`config.mk`:
```
export PLATFORM = sky130hd
export DESIGN_NAME = blur_scheduler
export DESIGN_NICKNAME = d
export VERILOG_FILES = /design/src/rtl/blur_pkg.sv /design/src/rtl/strip_counter.sv /design/src/rtl/blur_scheduler.sv
export SDC_FILE = /design/constraint.sdc
export NUM_CORES = 1
export LEC_CHECK = 0
export CORE_MARGIN = 3
export CORE_UTILIZATION = 30
export DETAILED_ROUTE_END_ITERATION = 8
export HOLD_SLACK_MARGIN = 0.02
export PLACE_DENSITY = 0.56
export SKIP_LAST_GASP = 1
export SLEW_MARGIN = 10
export SYNTH_ARGS = -nofsm -noshare
export SYNTH_HDL_FRONTEND = slang
export SYNTH_SLANG_ARGS = --single-unit
```
`constraint.sdc`:
```
create_clock -name clk -period 5.77 [get_ports clk]
set_input_delay 1.731 -clock clk [delete_from_list [all_inputs] [get_ports clk]]
set_output_delay 1.731 -clock clk [all_outputs]
set_load 0.05 [all_outputs]
```
`src/rtl/blur_pkg.sv`:
```
// Shared types and defaults for the blur frame scheduler and its strip counter.
package blur_pkg;

    localparam int STRIP_W_DEF = 16;

    typedef logic [31:0] coord_t;

    typedef enum logic [2:0] {
        S_IDLE,
        S_FETCH,
        S_ISSUE,
        S_WAIT,
        S_OUTPUT,
        S_DONE
    } blur_sched_state_t;

endpackage

```
`src/rtl/strip_counter.sv`:
```
// Anchor position registers: column steps by STRIP_W and wraps into the next row;
// the last-column/last-row flags tell the scheduler when the frame is complete.
module strip_counter
    import blur_pkg::*;
#(
    parameter int IMG_WIDTH  = 640,
    parameter int IMG_HEIGHT = 480,
    parameter int STRIP_W    = STRIP_W_DEF
) (
    input  logic   clk,
    input  logic   n_rst,
    input  logic   i_clear,
    input  logic   i_advance,
    output coord_t o_x,
    output coord_t o_y,
    output logic   o_last_col,
    output logic   o_last_row
);

    localparam coord_t LAST_X = coord_t'(IMG_WIDTH - STRIP_W);
    localparam coord_t LAST_Y = coord_t'(IMG_HEIGHT - 1);
    localparam coord_t STEP_X = coord_t'(STRIP_W);

    coord_t r_x;
    coord_t r_y;

    assign o_last_col = (r_x == LAST_X);
    assign o_last_row = (r_y == LAST_Y);
    assign o_x        = r_x;
    assign o_y        = r_y;

    // NOTE: sequential state uses non-blocking assignments so every register
    // samples the pre-edge values; the reset branch is asynchronous, active-low.
    always_ff @(posedge clk or negedge n_rst) begin
        if (!n_rst) begin
            r_x <= '0;
            r_y <= '0;
        end else if (i_clear) begin
            r_x <= '0;
            r_y <= '0;
        end else if (i_advance) begin
            // At the final strip of the frame the position is held.
            if (!o_last_col) begin
                r_x <= r_x + STEP_X;
            end else if (!o_last_row) begin
                r_x <= '0;
                r_y <= r_y + 32'd1;
            end
        end
    end

endmodule

```
`src/rtl/blur_scheduler.sv`:
```
// Frame sequencer walking the blur anchor over the image strip by strip.
// Optional WATCHDOG_EN adds a WAIT-state timeout that raises a sticky err.
module blur_scheduler
    import blur_pkg::*;
#(
    parameter int IMG_WIDTH  = 640,
    parameter int IMG_HEIGHT = 480,
    parameter int STRIP_W    = STRIP_W_DEF,
    parameter int WD_CYCLES  = 64
) (
    input  logic        clk,
    input  logic        n_rst,
    input  logic        start,
    input  logic        abort,
    input  logic        buf_ready,
    output logic        anchor_moving,
    output logic [31:0] anchor_x,
    output logic [31:0] anchor_y,
    input  logic        blur_final,
    output logic        out_valid,
    input  logic        out_ready,
    output logic [31:0] out_x,
    output logic [31:0] out_y,
    output logic        busy,
    output logic        frame_done,
    output logic        err
);

    blur_sched_state_t r_state;
    blur_sched_state_t w_next_state;

    logic   w_clear;
    logic   w_advance;
    logic   w_wd_expire;
    logic   w_wd_trip;
    logic   w_last_col;
    logic   w_last_row;
    coord_t w_x;
    coord_t w_y;

    strip_counter #(
        .IMG_WIDTH  (IMG_WIDTH),
        .IMG_HEIGHT (IMG_HEIGHT),
        .STRIP_W    (STRIP_W)
    ) u_strip_counter (
        .clk        (clk),
        .n_rst      (n_rst),
        .i_clear    (w_clear),
        .i_advance  (w_advance),
        .o_x        (w_x),
        .o_y        (w_y),
        .o_last_col (w_last_col),
        .o_last_row (w_last_row)
    );

    assign anchor_x = w_x;
    assign anchor_y = w_y;

    // NOTE: every signal written here gets a default first, so no path can
    // leave a value unassigned and infer a latch.
    always_comb begin
        w_next_state = r_state;
        w_clear      = 1'b0;
        w_advance    = 1'b0;
        w_wd_trip    = 1'b0;
        case (r_state)
            S_IDLE: begin
                if (start) begin
                    w_next_state = S_FETCH;
                    w_clear      = 1'b1;
                end
            end
            S_FETCH: begin
                if (buf_ready) w_next_state = S_ISSUE;
            end
            S_ISSUE: w_next_state = S_WAIT;
            S_WAIT: begin
                if (blur_final) begin
                    w_next_state = S_OUTPUT;
                end else if (w_wd_expire) begin
                    w_next_state = S_IDLE;
                    w_wd_trip    = 1'b1;
                end
            end
            S_OUTPUT: begin
                if (out_ready) begin
                    w_advance    = 1'b1;
                    w_next_state = (w_last_col && w_last_row) ? S_DONE : S_FETCH;
                end
            end
            S_DONE:  w_next_state = S_IDLE;
            default: w_next_state = S_IDLE;
        endcase
        // Abort overrides everything, including a handshake in the same cycle.
        if (abort) begin
            w_next_state = S_IDLE;
            w_clear      = 1'b0;
            w_advance    = 1'b0;
            w_wd_trip    = 1'b0;
        end
    end

    // NOTE: outputs are registered from the next-state decode, so each one is
    // glitch-free yet lines up with the state it belongs to.
    always_ff @(posedge clk or negedge n_rst) begin
        if (!n_rst) begin
            r_state       <= S_IDLE;
            anchor_moving <= 1'b0;
            out_valid     <= 1'b0;
            busy          <= 1'b0;
            frame_done    <= 1'b0;
            out_x         <= '0;
            out_y         <= '0;
        end else begin
            r_state       <= w_next_state;
            anchor_moving <= (w_next_state == S_ISSUE);
            out_valid     <= (w_next_state == S_OUTPUT);
            busy          <= (w_next_state != S_IDLE);
            frame_done    <= (w_next_state == S_DONE);
            if (w_next_state == S_OUTPUT && r_state != S_OUTPUT) begin
                out_x <= w_x;
                out_y <= w_y;
            end
        end
    end

`ifdef WATCHDOG_EN
    logic [31:0] r_wd_cnt;
    logic        r_err;

    assign w_wd_expire = (r_wd_cnt == 32'(WD_CYCLES - 1));
    assign err         = r_err;

    // WAIT is only ever entered from ISSUE, so ISSUE is where the count restarts.
    always_ff @(posedge clk or negedge n_rst) begin
        if (!n_rst) begin
            r_wd_cnt <= '0;
            r_err    <= 1'b0;
        end else begin
            if (r_state == S_ISSUE) begin
                r_wd_cnt <= '0;
            end else if (r_state == S_WAIT) begin
                r_wd_cnt <= r_wd_cnt + 32'd1;
            end
            if (w_wd_trip) begin
                r_err <= 1'b1;
            end else if (r_state == S_IDLE && start && !abort) begin
                r_err <= 1'b0;
            end
        end
    end
`else
    assign w_wd_expire = 1'b0;
    assign err         = 1'b0;
`endif

endmodule
```
# After elaboration in Yosys (flattened, before gate mapping)
# Cells that the tools add are included.
# Widths: inputs -> output; s select.
[classes]
add_sub_neg = 2
n_mul = 0
n_div = 0
n_lt_le_gt_ge = 0
eq_ne = 12
shift = 0
n_mux = 21
bitwise_logic = 0
reduce_logical = 8
[op_table]
columns = ["op", "count"]
rows = [
  ["$mux 32", 8],
  ["$add 32x1->32 const B", 1],
  ["$add 32x5->32 const B", 1],
  ["$eq 32x10->1 const B", 1],
  ["$eq 32x9->1 const B", 1],
  ["$mux 3", 6],
  ["$pmux 3 s5", 1],
  ["$eq 3x2->1 const B", 3],
  ["$eq 3x3->1 const B", 3],
  ["$mux 1", 6],
  ["$reduce_bool 2->1", 2],
  ["$eq 3x1->1 const B", 1],
  ["$logic_not 3->1", 1],
  ["$ne 3x2->1 const B", 1],
  ["$ne 3x3->1 const B", 1],
  ["$reduce_and 3->1", 1],
  ["$reduce_bool 3->1", 1],
  ["$logic_and 1x1->1", 2],
  ["$ne 2x1->1 const B", 1],
  ["$reduce_and 2->1", 1],
]
[word_totals]
reg_bits = 135
latchBits = 0
ram_bits = 0
rom_bits = 0
output_inout_bits = 133
elab_cells = 52
n_memories = 0

# Longest topological paths before layout
# Gate-level depths: netlist (run 1).
[depth]
word_depth = 8
ltp_mapped = 9
mapped_depth_nobuf = 7

# Modules after synthesis
# Synthesis (run 1) repeated with hierarchy kept, for this count alone.
[unflattened]
cells_unflattened = 583
hier_area_um2 = 6308.6
[modules_own_cells]
columns = ["mod", "instances", "cells_per_inst", "area_per_inst_um2", "seq_area_each_um2"]
rows = [
  ["strip_counter", 1, 408, 3533.4, 1501.4],
  ["blur_scheduler", 1, 175, 2775.2, 1776.7],
]

# Worst setup path after synthesis (run 1)
# OpenSTA, ideal clock, no wires.
[synth_timing]
kind = "input-to-reg"
startpoint = "input out_ready"
endpoint = "register u_strip_counter.r_y[15] (netlist: u_strip_counter.o_y[15])"
setup_ns = 0.078
arrival_time_ns = 3.448
setup_slack_ns = 2.244
cell_stages = 8
cell_sequence = "or3b_1 -> clkbuf_1 -> nor2_2 -> o2111ai_1 -> or3_1 -> buf_2 -> or3_1 -> a21oi_1"
[synth_via]
elab_chain_len = 5
[synth_lines]
columns = ["element", "line", "source"]
rows = [
  ["start, declared", "blur_scheduler.sv:21", "input logic out_ready,"],
  ["$mux 1", "blur_scheduler.sv:86", "if (out_ready) begin"],
  ["$mux 1", "blur_scheduler.sv:66", "case (r_state)"],
  ["$mux 1", "blur_scheduler.sv:95", "if (abort) begin"],
  ["$reduce_bool 2->1 (no line)", "n/a", ""],
  ["$reduce_and 3->1 (no line)", "n/a", ""],
  ["end signal, assigned", "strip_counter.sv:47", "r_y <= r_y + 32'd1;"],
  ["end, declared", "strip_counter.sv:25", "coord_t r_y;"],
]
# No other way between the ends.
# A chain may end at the register's enable or synchronous reset.

# Worst setup path after layout (run 1)
# Ends and elaborated chain as after synthesis.

==> flow_summary.ini, run 1 <==
[run_status]
run_status = finished clean

[route]
wl_met1_um = 7390
num_vias = 5130
post_drt_wl_per_cell_um = 17.4
drtIter0Drc = 300
wl_um = 17300
dr.pass1.iters = 5
wl_met3_um = 1220
postRouteAntennaNets = 0
routed.top_layer = met4
viasPerCell = 5.16
drc = 0
met2_wirelength_um = 8500

[power_and_ir_drop]
peakVddDrop_mv = 0.194
power_density_nw_per_um2 = 261
leakage_nw = 3.45

[cells_and_area]
fin_nets = 726
stdcell_count = 994
utilization_pct = 42.1
layout.area.seq_um2 = 3180
multi_input_area_um2 = 2720
fillers = 1887
syn2layout_area_growth_pct = 35.8
drive_gt1_share_pct = 14.0
stdcell_area_um2 = 8290
diodes = 0

[place]
io_buffers = 130
placed_area_um2 = 7640
dpl.hpwl_um = 12000
dp_cells = 963
gp_congestion = 0.876
post-place-ws_ns = 1.18

[synth]
synth.distinct_cells = 56
synthTopCellsByCount = dfrtp_1 (127), mux2_2 (50), nor2_1 (43), nand2_1 (41), nand3_1 (27)
avgSynthCellArea_um2 = 10.3
synth_area_um2 = 6110
yosysTopAreaCell = dfrtp_1
ys_ff_latch = 127
synthTopCellsByArea = dfrtp_1 (52%), mux2_2 (9.2%), xnor2_1 (3.7%), or3_1 (2.7%), nor2_1 (2.6%)
synth-main-ff-cell = dfrtp_1
async_reset_ff_share_pct = 100
syn_inst = 592
ys_seq_area_share_pct = 52.0
synth_edf_count = 0
synth.top_cell.area_share_pct = 52.0
yosysMostFrequentCell = dfrtp_1
yosys_warnings = 0

[global_routing]
grt_pass1_vias = 5069
overflow = 0
grt_pass1_wl_um = 27600
antenna_found_initial = 0
grt_max_degree = 100
globalRouteTotalUtil_pct = 15.9

[clocking]
clk-insertion-delay-late_ns = 0.42
hold_buffers = 0
cts_buffers = 17
path_clk_slew_ns = 0.05
htreeDepth = 4
cts-root-buf = clkbuf_16
clk_path_buf_depth = 2
cts_resized = 0
cts.sinks = 127
post_cts_buffers = 0
cts_tree = done

[timing]
layout_min_cycle_time_ns = 4.16
skew_ns = 0.00881
finalSetupTns_ns = 0
finalHoldViolCount = 0
rsz0062_at_grt = false
finalSetupViolCount = 0
finalCritPeriodShare_pct = 72.0
fmax_ghz = 0.241
relSlewSlack_pct = 40.0
tightest_slew_ns = 0.900
setup_ws_ns = 1.61
finalMaxSlewViolations = 0

[floorplanning]
dieHeight_um = 149
core_area_um2 = 19700
rows = 51
io_pins = 140
die-area_um2 = 22100
start_util_pct = 31.0
die_w_um = 149

[worst_setup_path]
path_class = in2reg
crit_path_end_kind = flip-flop
arrival_ns = 4.49
path_max_fanout = 11
cp-start-kind = primary input
crit_required_ns = 6.11

[worst_hold_path]
hold_class = reg2reg

[job]
drv_cap = 0
-- layout make-up --
| type | instances | area share [%] |
|---|---|---|
| flip-flops and latches | 127 | 38.3 |
| multi-input cells | 419 | 32.8 |
| repair buffers | 136 | 16.2 |
| clock buffers | 21 | 5.67 |
| well taps | 265 | 4.00 |
| clock inverters | 10 | 2.22 |
| inverters | 16 | 0.724 |
-- metal layers --
metal	GRT usage, %	up-vias
met3	5.42	22
met5	0	-
met4	5.22	0
li1	-	2376
met1	20.3	2571
met2	25.3	161
-- state kept, by name, indices dropped and copies added, names as in the netlist --
signal               flops
u_strip_counter.o_y     32
busy                     1
r_state                  3
out_x                   28
anchor_moving            1
out_y                   32
frame_done               1
u_strip_counter.o_x     28
out_valid                1
-- power by group --
part           switching [mW]  internal [mW]
sequential            0.00357          0.895
combinational          0.0628         0.0159
clock                   0.390          0.797
-- per-stage QoR --
| step | total power, mW | hold slack, ns |
|---|---|---|
| 2_1_floorplan | 0.962 | 0.635 |
| 3_3_place_gp | 0.993 | 0.471 |
| 3_5_place_dp | 0.995 | 0.474 |
| 4_1_cts | 2.19 | 0.486 |
| 5_1_grt | 2.24 | 0.514 |
| 6_report | 2.16 | 0.480 |
-- cells by family (layout without fill, tap and decap cells) --
family | Yosys count | in the layout | share of synthesized area [%]
buf+inv | 54 | 183 | 4.08
other cells | 1 | 9 | 0.0614
fa+ha+maj | 2 | 2 | 0.410
compound gates | 85 | 85 | 7.81
flops | 127 | 127 | 52.0
mux | 51 | 51 | 9.39
xor+xnor | 27 | 27 | 3.87
simple gates | 245 | 245 | 22.3
-- critical path, cell delays in order --
cell and delay [ns]:
clkdlybuf4s50_1 0.51, or3b_1 0.48, nor2_2 0.25, o2111ai_1 0.40, or3_1 0.58, or3_1 0.38
a21oi_1 0.15
-- cells in the final DEF (no fill, tap or decap), types with 4 or more instances in the layout --
master,n
nand3b_1,4
clkdlybuf4s50_1,129
nand2_1,41
nand3_1,27
nand4_1,22
buf_4,6
o21ai_0,25
nor4_1,17
nor2_1,42
dfrtp_1,127
nor3_1,17
conb_1,9
and3_1,12
xnor2_1,26
nor4b_1,6
bufinv_16,5
inv_1,15
or3_1,25
a21oi_1,25
clkbuf_16,17
o21ai_1,18
mux2_2,50
-- worst paths after layout --
kind                       slack (ns)  cells after the start                       to               startpoint
max                              1.61                      7  u_strip_counter.o_y[15]                out_ready
min                              0.48                      2                out_y[13]                out_y[13]
max reg2reg                      2.76                      5  u_strip_counter.o_x[25]  u_strip_counter.o_y[24]
min reg2reg                      0.48                      2                out_y[13]                out_y[13]
max in group asynchronous        3.37                      2                out_x[15]                    n_rst
min in group asynchronous        1.43                      1                out_y[22]                    n_rst
Note: power is estimated with default switching activity, not from simulation.
==> inputs of run 2 (changes only) <==
==> constraint.sdc (replaced) <==
create_clock -name clk -period 4.05 [get_ports clk]
set_input_delay 1.215 -clock clk [delete_from_list [all_inputs] [get_ports clk]]
set_output_delay 1.215 -clock clk [all_outputs]
set_load 0.05 [all_outputs]
==> flow_summary.ini, run 2 (same netlist as run 1, synthesis figures left out) <==
[run_status]
run_status = finished clean

[clocking]
post_cts_buffers = 0
htreeDepth = 4
cts_resized = 0
clk-insertion-delay-late_ns = 0.42
path_clk_slew_ns = 0.06
cts-root-buf = clkbuf_16
cts_buffers = 17
hold_buffers = 0
cts_tree = done
cts.sinks = 127
clk_path_buf_depth = 2

[route]
num_vias = 5106
post_drt_wl_per_cell_um = 17.3
dr.pass1.iters = 4
drtIter0Drc = 267
drc = 0
wl_um = 17300
viasPerCell = 5.11
postRouteAntennaNets = 0

[worst_setup_path]
critical_path.most_common_cell = or3_1
path_max_fanout = 10
path_class = in2reg
crit_start = out_ready
reg2reg_to = u_strip_counter.o_y[15]
cp-start-kind = primary input
max_stage_delay_ns = 0.51
rr_startpoint = u_strip_counter.o_x[4]
crit_chain = clkdlybuf4s50_1, or3b_1, nor2_2, o2111ai_1, or3_1, or3_1, a21oi_1
crit_path_end_kind = flip-flop
slowest_stage = clkdlybuf4s50_1
r2r_cells = 7
reg2reg_setup_slack_ns = 1.32
arrival_ns = 3.69
crit_required_ns = 4.39

[cells_and_area]
fin_nets = 731
layout_common_cells = clkdlybuf4s50_1 (129), dfrtp_1 (127), mux2_2 (50)
syn2layout_area_growth_pct = 35.2
final_common_cell = clkdlybuf4s50_1
multi_input_area_um2 = 2720
fillers = 1875
stdcell_count = 1000
drive_gt1_share_pct = 14.7
diodes = 0
layout.area.seq_um2 = 3180

[job]
drv_cap = 0

[timing]
finalMaxSlewViolations = 0
tightest_slew_ns = 0.896
skew_ns = 0.0129
finalHoldViolCount = 0
finalSetupViolCount = 0
layout_min_cycle_time_ns = 3.35
rsz0062_at_grt = false
finalCritPeriodShare_pct = 82.7
relSlewSlack_pct = 40.2
finalSetupTns_ns = 0
fmax_ghz = 0.299

[worst_hold_path]
min_to = out_y[25]
min_from = out_y[25]
hold_class = reg2reg
worst_hold_path.num_cells = 2

[global_routing]
globalRouteTotalUtil_pct = 16.2
grt_max_degree = 96
antenna_found_initial = 0
overflow = 0
grt_pass1_wl_um = 28200
met3_usage_pct = 5.51
use_met1_pct = 21.3
grt_pass1_vias = 5152
gr-usage-met2_pct = 25.3
grt.busiest_layer = met2

[place]
dpl.hpwl_um = 12000
gp_congestion = 0.862
dp_cells = 968
io_buffers = 130

[power_and_ir_drop]
power_density_nw_per_um2 = 349
leakage_nw = 3.43
total_power_mw = 2.88
peakVddDrop_mv = 0.272

[floorplanning]
dieHeight_um = 149
die-area_um2 = 22100
rows = 51
die_w_um = 149
start_util_pct = 31.0
io_pins = 140
core_area_um2 = 19700
## run 2: area by class of cell
type / instances / share of cell area [%]
Tap cell: 265 / 4.02
Multi-Input combinational cell: 419 / 33.0
Sequential cell: 127 / 38.5
Clock buffer: 23 / 6.03
Clock inverter: 9 / 1.00
Timing Repair Buffer: 141 / 16.8
Inverter: 16 / 0.727
## run 2: how the worst max path moves through the flow
| stage | slack (ns) | cells past startpoint | end |
|---|---|---|---|
| floorplan | 1.04 | 8 | u_strip_counter.o_y[15] |
| global placement | 0.37 | 7 | u_strip_counter.o_y[13] |
| detailed placement | 0.28 | 7 | u_strip_counter.o_y[15] |
| CTS | 0.71 | 7 | u_strip_counter.o_y[15] |
| global route | 0.54 | 7 | u_strip_counter.o_y[7] |
| finish | 0.70 | 7 | u_strip_counter.o_y[15] |
## run 2: power by group
part	switching, mW	internal [mW]	leakage [nW]	total (mW)
Combinational	0.0894	0.0242	1.39	0.114
Sequential	0.00498	1.27	1.77	1.28
Clock	0.564	0.922	0.273	1.49
## run 2: per-stage QoR
step           util, %  area, µm²  hold slack (ns)  worst slack (ns)
2_1_floorplan        -       6140            0.635              1.04
3_3_place_gp      38.9       7680            0.469             0.372
3_5_place_dp      38.9       7680            0.480             0.275
4_1_cts           41.9       8260            0.492             0.713
5_1_grt           41.9       8260            0.508             0.536
6_report          41.9       8260            0.486             0.701
## run 2: routing by layer
layer | up-vias | routed length (µm)
met2 | 175 | 8190
li1 | 2394 | -
met4 | 0 | 248
met5 | - | 0
met3 | 18 | 1300
met1 | 2519 | 7520
## run 2: critical path, delay by kind of cell
family,cells,cell delay [ns]
AOI/OAI and AO/OA,2,0.33
buffers and inverters,1,0.51
and+or+nand+nor,4,1.62
==> inputs of run 3 (changes only) <==
==> constraint.sdc (replaced) <==
create_clock -name clk -period 3.3 [get_ports clk]
set_input_delay 0.99 -clock clk [delete_from_list [all_inputs] [get_ports clk]]
set_output_delay 0.99 -clock clk [all_outputs]
set_load 0.05 [all_outputs]
==> flow_summary.ini, run 3 (same netlist as run 1, synthesis figures left out) <==
[cells_and_area]
fillers = 1883
diodes = 0
fin_nets = 751
drive_gt1_share_pct = 16.5
utilization_pct = 42.7
final_common_cell = clkdlybuf4s50_1
layout_common_cells = clkdlybuf4s50_1 (129), dfrtp_1 (127), mux2_2 (50)
syn2layout_area_growth_pct = 37.9
stdcell_area_um2 = 8420

[place]
io_buffers = 130
dpl.hpwl_um = 12500
placed_area_um2 = 7840
gp_congestion = 0.849

[worst_setup_path]
crit_path_end_kind = flip-flop
critical_path.top_delay_family = simple AND/OR/NAND/NOR gates
path_max_fanout = 8
reg2reg_to = u_strip_counter.o_x[22]
cp-start-kind = primary input
slowest_stage = clkdlybuf4s50_1
reg2reg_setup_slack_ns = 0.54
r2r_cells = 7
crit_chain = clkdlybuf4s50_1, or3b_1, nor2_2, o2111ai_1, or3_1, or3_1, a21oi_1
rr_startpoint = u_strip_counter.o_y[24]
crit_required_ns = 3.63
arrival_ns = 3.21
critical_path.most_common_cell = or3_1
crit_buf_inv = 1
max_stage_delay_ns = 0.48
path_class = in2reg

[clocking]
cts_resized = 0
clk-insertion-delay-late_ns = 0.42
htreeDepth = 4
cts-root-buf = clkbuf_16
cts_tree = done
path_clk_slew_ns = 0.05
clk_path_buf_depth = 2
post_cts_buffers = 0
cts_buffers = 17
cts.sinks = 127
hold_buffers = 0

[power_and_ir_drop]
total_power_mw = 3.57
power_density_nw_per_um2 = 423
leakage_nw = 3.54
peakVddDrop_mv = 0.334

[worst_hold_path]
min_to = out_y[2]
worst_hold_path.num_cells = 2
min_from = out_y[2]
hold_class = reg2reg

[global_routing]
grt_pass1_vias = 5379
grt.busiest_layer = met2
met3_usage_pct = 4.45
grt_pass1_wl_um = 28200
antenna_found_initial = 0
grt_max_degree = 71
gr-usage-met2_pct = 26.4
use_met1_pct = 20.2
globalRouteTotalUtil_pct = 16.1
overflow = 0

[floorplanning]
die-area_um2 = 22100
start_util_pct = 31.0
die_w_um = 149
dieHeight_um = 149
io_pins = 140
core_area_um2 = 19700
rows = 51

[route]
post_drt_wl_per_cell_um = 17.1
viasPerCell = 5.12
num_vias = 5204
postRouteAntennaNets = 0
drc = 0
wl_um = 17400
drtIter0Drc = 296
dr.pass1.iters = 4

[run_status]
run_status = finished clean

[timing]
rsz0062_at_grt = false
layout_min_cycle_time_ns = 2.88
skew_ns = 0.00986
finalMaxSlewViolations = 0
finalHoldViolCount = 0
finalCritPeriodShare_pct = 87.2
tightest_slew_ns = 0.725
relSlewSlack_pct = 51.2
finalSetupViolCount = 0
fmax_ghz = 0.348

[job]
drv_cap = 0
[run 3: cell types whose count changed in the layout (fill, tap and decap cells not counted), sizes merged]
cell,change
buf,+20
clkinvlp,-3
clkinv,-2
bufinv,+1
clkbuf,+1
[run 3: through the flow]
step                      hold WS (ns)  std cells  setup WS, ns  setup TNS (ns)
final                            0.481       1017         0.424               0
after detailed placement         0.469        988       -0.0126         -0.0198
after CTS                        0.482       1017         0.429               0
after global routing             0.513       1017         0.282               0
after floorplan                  0.635        600         0.515               0
after global placement           0.470        988        0.0429               0
[run 3: cell type report]
cell class,count,area (µm²),share of cell area [%]
multi-input combinational,419,2720,32.3
inverter,16,60.1,0.713
clock buffer,24,502,5.96
sequential,127,3180,37.7
tap,265,332,3.94
timing repair buffer,161,1550,18.4
clock inverter,5,80.1,0.951
[run 3: tightest hold or removal path, delay by kind of cell (launching register included)]
kind | cells | cell delay, ns
flops | 1 | 0.33
simple gates | 1 | 0.05
compound gates | 1 | 0.06
[run 3: worst max path at each step]
stage                    from                       to  cells after the start
floorplan           out_ready  u_strip_counter.o_y[15]                      8
global placement    out_ready  u_strip_counter.o_y[13]                      7
detailed placement  out_ready  u_strip_counter.o_y[13]                      7
CTS                 out_ready  u_strip_counter.o_y[13]                      7
global route        out_ready  u_strip_counter.o_y[17]                      7
finish              out_ready  u_strip_counter.o_y[15]                      7
[run 3: per-layer routing]
layer,part of all wire (%),vias to the layer above
met3,5.9,30
met4,2.1,0
met2,48,167
met5,0,-
met1,44,2586
li1,-,2421
[run 3: power breakdown]
| group | leakage, nW | internal, mW | switching, mW |
|---|---|---|---|
| Sequential | 1.77 | 1.57 | 0.00622 |
| Clock | 0.280 | 1.20 | 0.646 |
| Combinational | 1.49 | 0.0379 | 0.112 |
